==> src/rtl/axis_multi_bram_loader_if.sv <==
// AXI4-Stream bundle for the multi-target BRAM loader.
// The master drives data/valid and the slave returns ready.
interface axis_multi_bram_loader_if #(
  parameter int DATA_W = 32
);
  logic                  TREADY;
  logic [DATA_W-1:0]     TDATA;
  logic [DATA_W/8-1:0]   TSTRB;
  logic                  TLAST;
  logic                  TVALID;

  modport master (input TREADY, output TDATA, TSTRB, TLAST, TVALID);
  modport slave  (output TREADY, input TDATA, TSTRB, TLAST, TVALID);
endinterface

==> src/rtl/axis_multi_bram_loader.sv <==
// Stream-ingest stage: writes AXI4-Stream beats into one of NUM_CH BRAM ports
// starting at a run-time base address, with a word limit, overflow drain and abort.
module axis_multi_bram_loader #(
  parameter int NUM_CH = 4,
  parameter int ADDR_W = 11,
  parameter int DATA_W = 32,
  parameter int SEL_W  = (NUM_CH > 1) ? $clog2(NUM_CH) : 1
) (
  input  logic                    S_AXIS_ACLK,
  input  logic                    S_AXIS_ARESET,
  input  logic                    start,
  input  logic                    abort,
  input  logic [SEL_W-1:0]        sel,
  input  logic [ADDR_W-1:0]       base_addr,
  input  logic [ADDR_W:0]         max_len,
  input  logic [NUM_CH-1:0]       clr_done,
  axis_multi_bram_loader_if.slave s_axis,
  output logic [ADDR_W-1:0]       bram_addr,
  output logic [DATA_W-1:0]       bram_din,
  output logic [NUM_CH-1:0]       bram_en,
  output logic                    busy,
  output logic                    done,
  output logic                    overflow,
  output logic                    sel_err,
  output logic [ADDR_W:0]         words_written,
  output logic [NUM_CH-1:0]       ch_done
);

  localparam int CNT_W = ADDR_W + 1;

  typedef enum logic [1:0] {IDLE, STREAM, DRAIN, FIN} state_t;

  state_t              state_q, state_d;
  logic [SEL_W-1:0]    sel_q;
  logic [ADDR_W-1:0]   base_q;
  logic [CNT_W-1:0]    limit_q;
  logic                start_ok;
  logic                sel_bad;
  logic                beat;
  logic                wr_beat;
  logic                hit_limit;
  logic [NUM_CH-1:0]   sel_onehot;
  logic [NUM_CH-1:0]   fin_set;
  logic                unused_tstrb;

  // Every beat is treated as a full word, so byte strobes are deliberately dropped.
  assign unused_tstrb = ^s_axis.TSTRB;

  assign sel_bad       = 32'(sel) >= NUM_CH;
  assign s_axis.TREADY = (state_q == STREAM) || (state_q == DRAIN);
  assign beat          = s_axis.TVALID && s_axis.TREADY;
  assign busy          = (state_q != IDLE);
  assign hit_limit     = (words_written + CNT_W'(1)) == limit_q;
  assign sel_onehot    = NUM_CH'(1) << sel_q;
  assign fin_set       = ((state_q == FIN) && !sel_err) ? sel_onehot : '0;

  // NOTE: every signal driven here gets a default first so no path leaves it
  // unassigned; a missing default would infer a latch.
  always_comb begin
    state_d  = state_q;
    start_ok = 1'b0;
    wr_beat  = 1'b0;
    case (state_q)
      IDLE: begin
        if (start) begin
          start_ok = 1'b1;
          state_d  = sel_bad ? FIN : STREAM;
        end
      end
      STREAM: begin
        wr_beat = beat;
        if (abort)                       state_d = IDLE;
        else if (beat && s_axis.TLAST)   state_d = FIN;
        else if (beat && hit_limit)      state_d = DRAIN;
      end
      DRAIN: begin
        if (abort)                       state_d = IDLE;
        else if (beat && s_axis.TLAST)   state_d = FIN;
      end
      FIN:     state_d = IDLE;
      default: state_d = IDLE;
    endcase
  end

  // NOTE: sequential state uses non-blocking assignments so every register
  // samples the pre-edge values, independent of statement order.
  always_ff @(posedge S_AXIS_ACLK or posedge S_AXIS_ARESET) begin
    if (S_AXIS_ARESET) begin
      state_q       <= IDLE;
      sel_q         <= '0;
      base_q        <= '0;
      limit_q       <= '0;
      // NOTE: the write-data registers are reset too because they are visible
      // outputs that must read 0 while in reset, not merely internal storage.
      bram_addr     <= '0;
      bram_din      <= '0;
      bram_en       <= '0;
      done          <= 1'b0;
      overflow      <= 1'b0;
      sel_err       <= 1'b0;
      words_written <= '0;
      ch_done       <= '0;
    end else begin
      state_q <= state_d;
      bram_en <= wr_beat ? sel_onehot : '0;
      // done is registered so it lands in the cycle after the final write strobe.
      done    <= (state_q == FIN);
      ch_done <= (ch_done & ~clr_done) | fin_set;

      if (start_ok) begin
        sel_q         <= sel;
        base_q        <= base_addr;
        limit_q       <= (max_len == '0) ? (CNT_W'(1) << ADDR_W) : max_len;
        words_written <= '0;
        overflow      <= 1'b0;
        sel_err       <= sel_bad;
      end

      if (wr_beat) begin
        bram_addr     <= base_q + words_written[ADDR_W-1:0];
        bram_din      <= s_axis.TDATA;
        words_written <= words_written + CNT_W'(1);
      end

      if ((state_q == STREAM) && (state_d == DRAIN)) overflow <= 1'b1;
    end
  end

endmodule
==> src/flat_wrapper.sv <==
// flat-port wrapper written by rule: the top's interface ports become plain ports
module axis_multi_bram_loader_flat 
#(
  parameter int NUM_CH = 4,
  parameter int ADDR_W = 11,
  parameter int DATA_W = 32,
  parameter int SEL_W  = (NUM_CH > 1) ? $clog2(NUM_CH) : 1
)
  (S_AXIS_ACLK, S_AXIS_ARESET, start, abort, sel, base_addr, max_len, clr_done, bram_addr, bram_din, bram_en, busy, done, overflow, sel_err, words_written, ch_done, s_axis_TREADY, s_axis_TDATA, s_axis_TSTRB, s_axis_TLAST, s_axis_TVALID);
  axis_multi_bram_loader_if #(.DATA_W(DATA_W)) s_axis_i ();
  input  logic S_AXIS_ACLK;
  input  logic S_AXIS_ARESET;
  input  logic start;
  input  logic abort;
  input  logic [SEL_W-1:0] sel;
  input  logic [ADDR_W-1:0] base_addr;
  input  logic [ADDR_W:0] max_len;
  input  logic [NUM_CH-1:0] clr_done;
  output logic [ADDR_W-1:0] bram_addr;
  output logic [DATA_W-1:0] bram_din;
  output logic [NUM_CH-1:0] bram_en;
  output logic busy;
  output logic done;
  output logic overflow;
  output logic sel_err;
  output logic [ADDR_W:0] words_written;
  output logic [NUM_CH-1:0] ch_done;
  output wire logic [$bits(s_axis_i.TREADY)-1:0] s_axis_TREADY;
  input wire logic [$bits(s_axis_i.TDATA)-1:0] s_axis_TDATA;
  input wire logic [$bits(s_axis_i.TSTRB)-1:0] s_axis_TSTRB;
  input wire logic [$bits(s_axis_i.TLAST)-1:0] s_axis_TLAST;
  input wire logic [$bits(s_axis_i.TVALID)-1:0] s_axis_TVALID;
  assign s_axis_TREADY = s_axis_i.TREADY;
  assign s_axis_i.TDATA = s_axis_TDATA;
  assign s_axis_i.TSTRB = s_axis_TSTRB;
  assign s_axis_i.TLAST = s_axis_TLAST;
  assign s_axis_i.TVALID = s_axis_TVALID;
  axis_multi_bram_loader #(.NUM_CH(NUM_CH), .ADDR_W(ADDR_W), .DATA_W(DATA_W), .SEL_W(SEL_W)) u_core (.S_AXIS_ACLK(S_AXIS_ACLK), .S_AXIS_ARESET(S_AXIS_ARESET), .start(start), .abort(abort), .sel(sel), .base_addr(base_addr), .max_len(max_len), .clr_done(clr_done), .s_axis(s_axis_i), .bram_addr(bram_addr), .bram_din(bram_din), .bram_en(bram_en), .busy(busy), .done(done), .overflow(overflow), .sel_err(sel_err), .words_written(words_written), .ch_done(ch_done));
endmodule
==> config.mk <==
export PLATFORM = sky130hd
export DESIGN_NAME = axis_multi_bram_loader_flat
export DESIGN_NICKNAME = d
export VERILOG_FILES = /design/src/rtl/axis_multi_bram_loader_if.sv /design/src/rtl/axis_multi_bram_loader.sv /design/src/flat_wrapper.sv
export SDC_FILE = /design/constraint.sdc
export NUM_CORES = 1
export LEC_CHECK = 0
export CAP_MARGIN = 15
export CORE_ASPECT_RATIO = 0.5
export CORE_MARGIN = 3
export CORE_UTILIZATION = 30
export DETAILED_ROUTE_END_ITERATION = 6
export DONT_BUFFER_PORTS = 1
export PLACE_DENSITY = 0.44
export SLEW_MARGIN = 20
export SYNTH_ARGS = -nofsm -noshare
export SYNTH_HDL_FRONTEND = slang
export SYNTH_SLANG_ARGS = --single-unit
==> constraint.sdc <==
create_clock -name S_AXIS_ACLK -period 6.5 [get_ports S_AXIS_ACLK]
set_input_delay 1.625 -clock S_AXIS_ACLK [delete_from_list [all_inputs] [get_ports S_AXIS_ACLK]]
set_output_delay 1.625 -clock S_AXIS_ACLK [all_outputs]
set_load 0.05 [all_outputs]
==> metrics.txt <==
max_cap viols=0; via count=approximately 3300; static leakage power=~2.3 nW; die footprint=about 17000 um2; Synth warnings=0; Vias/cell=about 4.9; Remaining Overflow, GRT=0; Post-synth top flop=dfrtp_1; clock sink total=between 90 and 100; Seq pwr share=0.555; sequential area share after synthesis=0.497; Comb power frac=0.252; flops & latches, synth=92; CP arrival=1.55 ns; Buf/Inv on CP=1; Setup crit start kind=flip-flop; EDFF count, synth=0; relative max-transition margin=0.313; dpl hpwl=a little under 8 mm; Num CTS Buffers=9; P_sw=1.29 mW; area growth from synthesis to layout=8.92%; Int Pwr=approximately 1.3 mW; r2r startpoint=u_core.words_written[0]$_DFFE_PP0P_; Skew-Pair Late Insertion Delay=0.34 ns; Total GRT Usage=0.138; peak supply drop=0.182 mV; per-cell routed wire length=17.1 um; nets=roughly 560; final setup fails=0; final std cells w/o fill=slightly below 700; CTS tree=yes; CP Capture Type=primary output; Cells after DPL=~660; Residual DRC=0; initial antenna violation count=2; number of post-CTS setup repair buffers=0; DRT antenna net count=0; # H-tree levels=3; Min-Delay Endpoint=u_core.base_q[9]$_DFFE_PP0P_; sw frac=0.490; Max Clock Freq=approximately 0.32 GHz; Crit-path slowest cell=ha_1; Root Buffer=clkbuf_16; total chip power=about 2.6 mW; crit path kind=flip-flop to primary output; largest net degree at the start of global routing=54; post_cts resized=0; final hold viol count=0; most common cell after layout, fill and taps aside=nand2_1; worst clock skew=0.0103 ns; Clock Path Buffers=2; Syn Nets=about 570; IO Pins=roughly 140; vias in the first global route=about 3300; crit-path max cell delay=0.61 ns; Initial Utilization=0.313; footprint of the multi-input gates=approximately 2100 um2; WP data required=just under 5 ns; CTS clock-pin slew for the worst setup and hold paths=0.07 ns; share of the synthesized area in the top cell type=0.497; die height=around 94 um; Synth cell types=57; Routed WL=approximately 11 mm; most area-consuming cells after synthesis=dfrtp_1 50%, nand2_1 10%, mux2_2 6.1%, o21ai_0 4.5%, ha_1 4.3%; R2R setup slack=around 3.3 ns; worst min path class=flip-flop to flip-flop; layout cells sized above 1=0.116; HP Start=u_core.base_q[9]$_DFFE_PP0P_; syn avg cell area=around 9.6 um2; pwr/cell area=between 500 and 600 nW/um2; Area after DPL=between 4000 and 5000 um2; R2R cell count=10; Core ar.=about 15000 um2; status=completed; asr flop ratio synth=1.00; fin crit share=0.488; Setup TNS=0 ns; clock power share=0.193; Worst Tran Pin Value=roughly 1.0 ns; Syn Inst Count=between 400 and 500; Synth area leader=dfrtp_1; R2R Path End=u_core.bram_addr[10]$_DFFE_PP0P_; cell family with most CP delay=adder cells; 1st-iter DRT viols=about 130; Syn Std Cell Area=4630 um2; number of cells on the worst hold path=1; critical path cell sequence=inv_1, ha_1; # diodes=0; Final Max Slew Viols=0; Port Buffer Count=0; number of fill cells=roughly 1500; width of the die=~180 um; CTS Hold Bufs=0; Final Cell Area=roughly 5000 um2; Period minus WS final=3.17 ns; drt pass-1 iters=4; first-pass GRT wire length=18.5 mm; FF/Latch Area=around 2300 um2; CP max FO=7; most frequent cells in the layout=128 x nand2_1, 92 x dfrtp_1, 42 x o21ai_0; unrepaired setup endpoints after global routing=no; Cell Rows=31; global placement routability congestion=0.771
[cell families (layout without fill, tap and decap cells)]
group	Yosys count	in the layout	synth area share
adder cells (fa/ha/maj)	17	17	0.0476
buffers and inverters	42	36	0.0454
multiplexers	25	25	0.0608
AND/OR/NAND/NOR	198	198	0.195
other	1	1	0.000810
XOR/XNOR	21	21	0.0397
AO/OA/AOI/OAI	85	85	0.113
flip-flops	92	92	0.497
[worst max path at each step]
stage	slack (ns)	cells past startpoint	endpoint	startpoint
after global placement	3.04	4	u_core.words_written[6]$_DFFE_PP0P_	s_axis_TVALID
after floorplan	2.48	1	u_core.base_q[0]$_DFFE_PP0P_	S_AXIS_ARESET
after CTS	3.31	2	s_axis_TREADY	u_core.state_q[1]$_DFF_PP0_
after detailed placement	3.03	4	u_core.words_written[6]$_DFFE_PP0P_	s_axis_TVALID
final	3.33	2	s_axis_TREADY	u_core.state_q[1]$_DFF_PP0_
after global routing	3.12	10	u_core.bram_addr[10]$_DFFE_PP0P_	u_core.words_written[0]$_DFFE_PP0P_
[synthesized netlist by cell type, types with 2 or more instances]
cell type  number
a211oi_1        2
a21boi_0        2
a21o_1          3
a21oi_1        10
a221oi_1        2
a31oi_1         4
and2_1          3
and3_1          5
buf_1           2
buf_6           5
clkbuf_1       14
dfrtp_1        92
ha_1           16
inv_1          18
mux2_2         25
nand2_1       129
nand3_1         7
nor2_1         20
nor2b_1         3
nor3_1          7
nor3b_1         3
nor4_1          5
o2111ai_1       2
o21ai_0        42
o21bai_1        2
o311ai_0        2
o31ai_1         4
o41ai_1         2
or3_1           3
xnor2_1        15
xor2_1          6
[layout make-up]
cell class | count | area share
Timing Repair Buffer | 2 | 0.00298
Multi-Input combinational cell | 347 | 0.421
Clock inverter | 5 | 0.00868
Inverter | 18 | 0.0139
Sequential cell | 92 | 0.456
Clock buffer | 11 | 0.0481
Tap cell | 198 | 0.0491
[power groups by stage]
stage	Combinational, mW	Clock (mW)	Sequential [mW]
floorplan	0.575	0	1.40
global placement	0.663	0	1.48
detailed placement	0.679	0	1.47
CTS	0.677	0.537	1.47
global route	0.766	0.556	1.49
finish	0.663	0.508	1.46
[registers in the layout (all words and copies together) (netlist names)]
register              count
u_core.ch_done            4
u_core.state_q            2
u_core.words_written     12
u_core.overflow           1
u_core.done               1
u_core.bram_din          32
u_core.limit_q           12
u_core.sel_q              2
u_core.bram_en            4
u_core.bram_addr         11
u_core.base_q            11
[per-layer routing]
| layer | vias to the layer above | share of wire | GRT usage |
|---|---|---|---|
| met4 | 4 | 0.0092 | 0.0304 |
| met3 | 14 | 0.078 | 0.0534 |
| met1 | 1584 | 0.48 | 0.185 |
| met5 | - | 0.0023 | 0 |
| met2 | 97 | 0.43 | 0.210 |
| li1 | 1606 | - | - |
[through the flow]
stage	hold WS [ns]	setup slack, ns	utilization
5_1_grt	0.529	3.12	0.341
4_1_cts	0.515	3.31	0.341
3_5_place_dp	0.500	3.03	0.322
3_3_place_gp	0.492	3.04	0.322
2_1_floorplan	0.467	2.48	-
6_report	0.508	3.33	0.341
(Power assumes the default switching activity.)
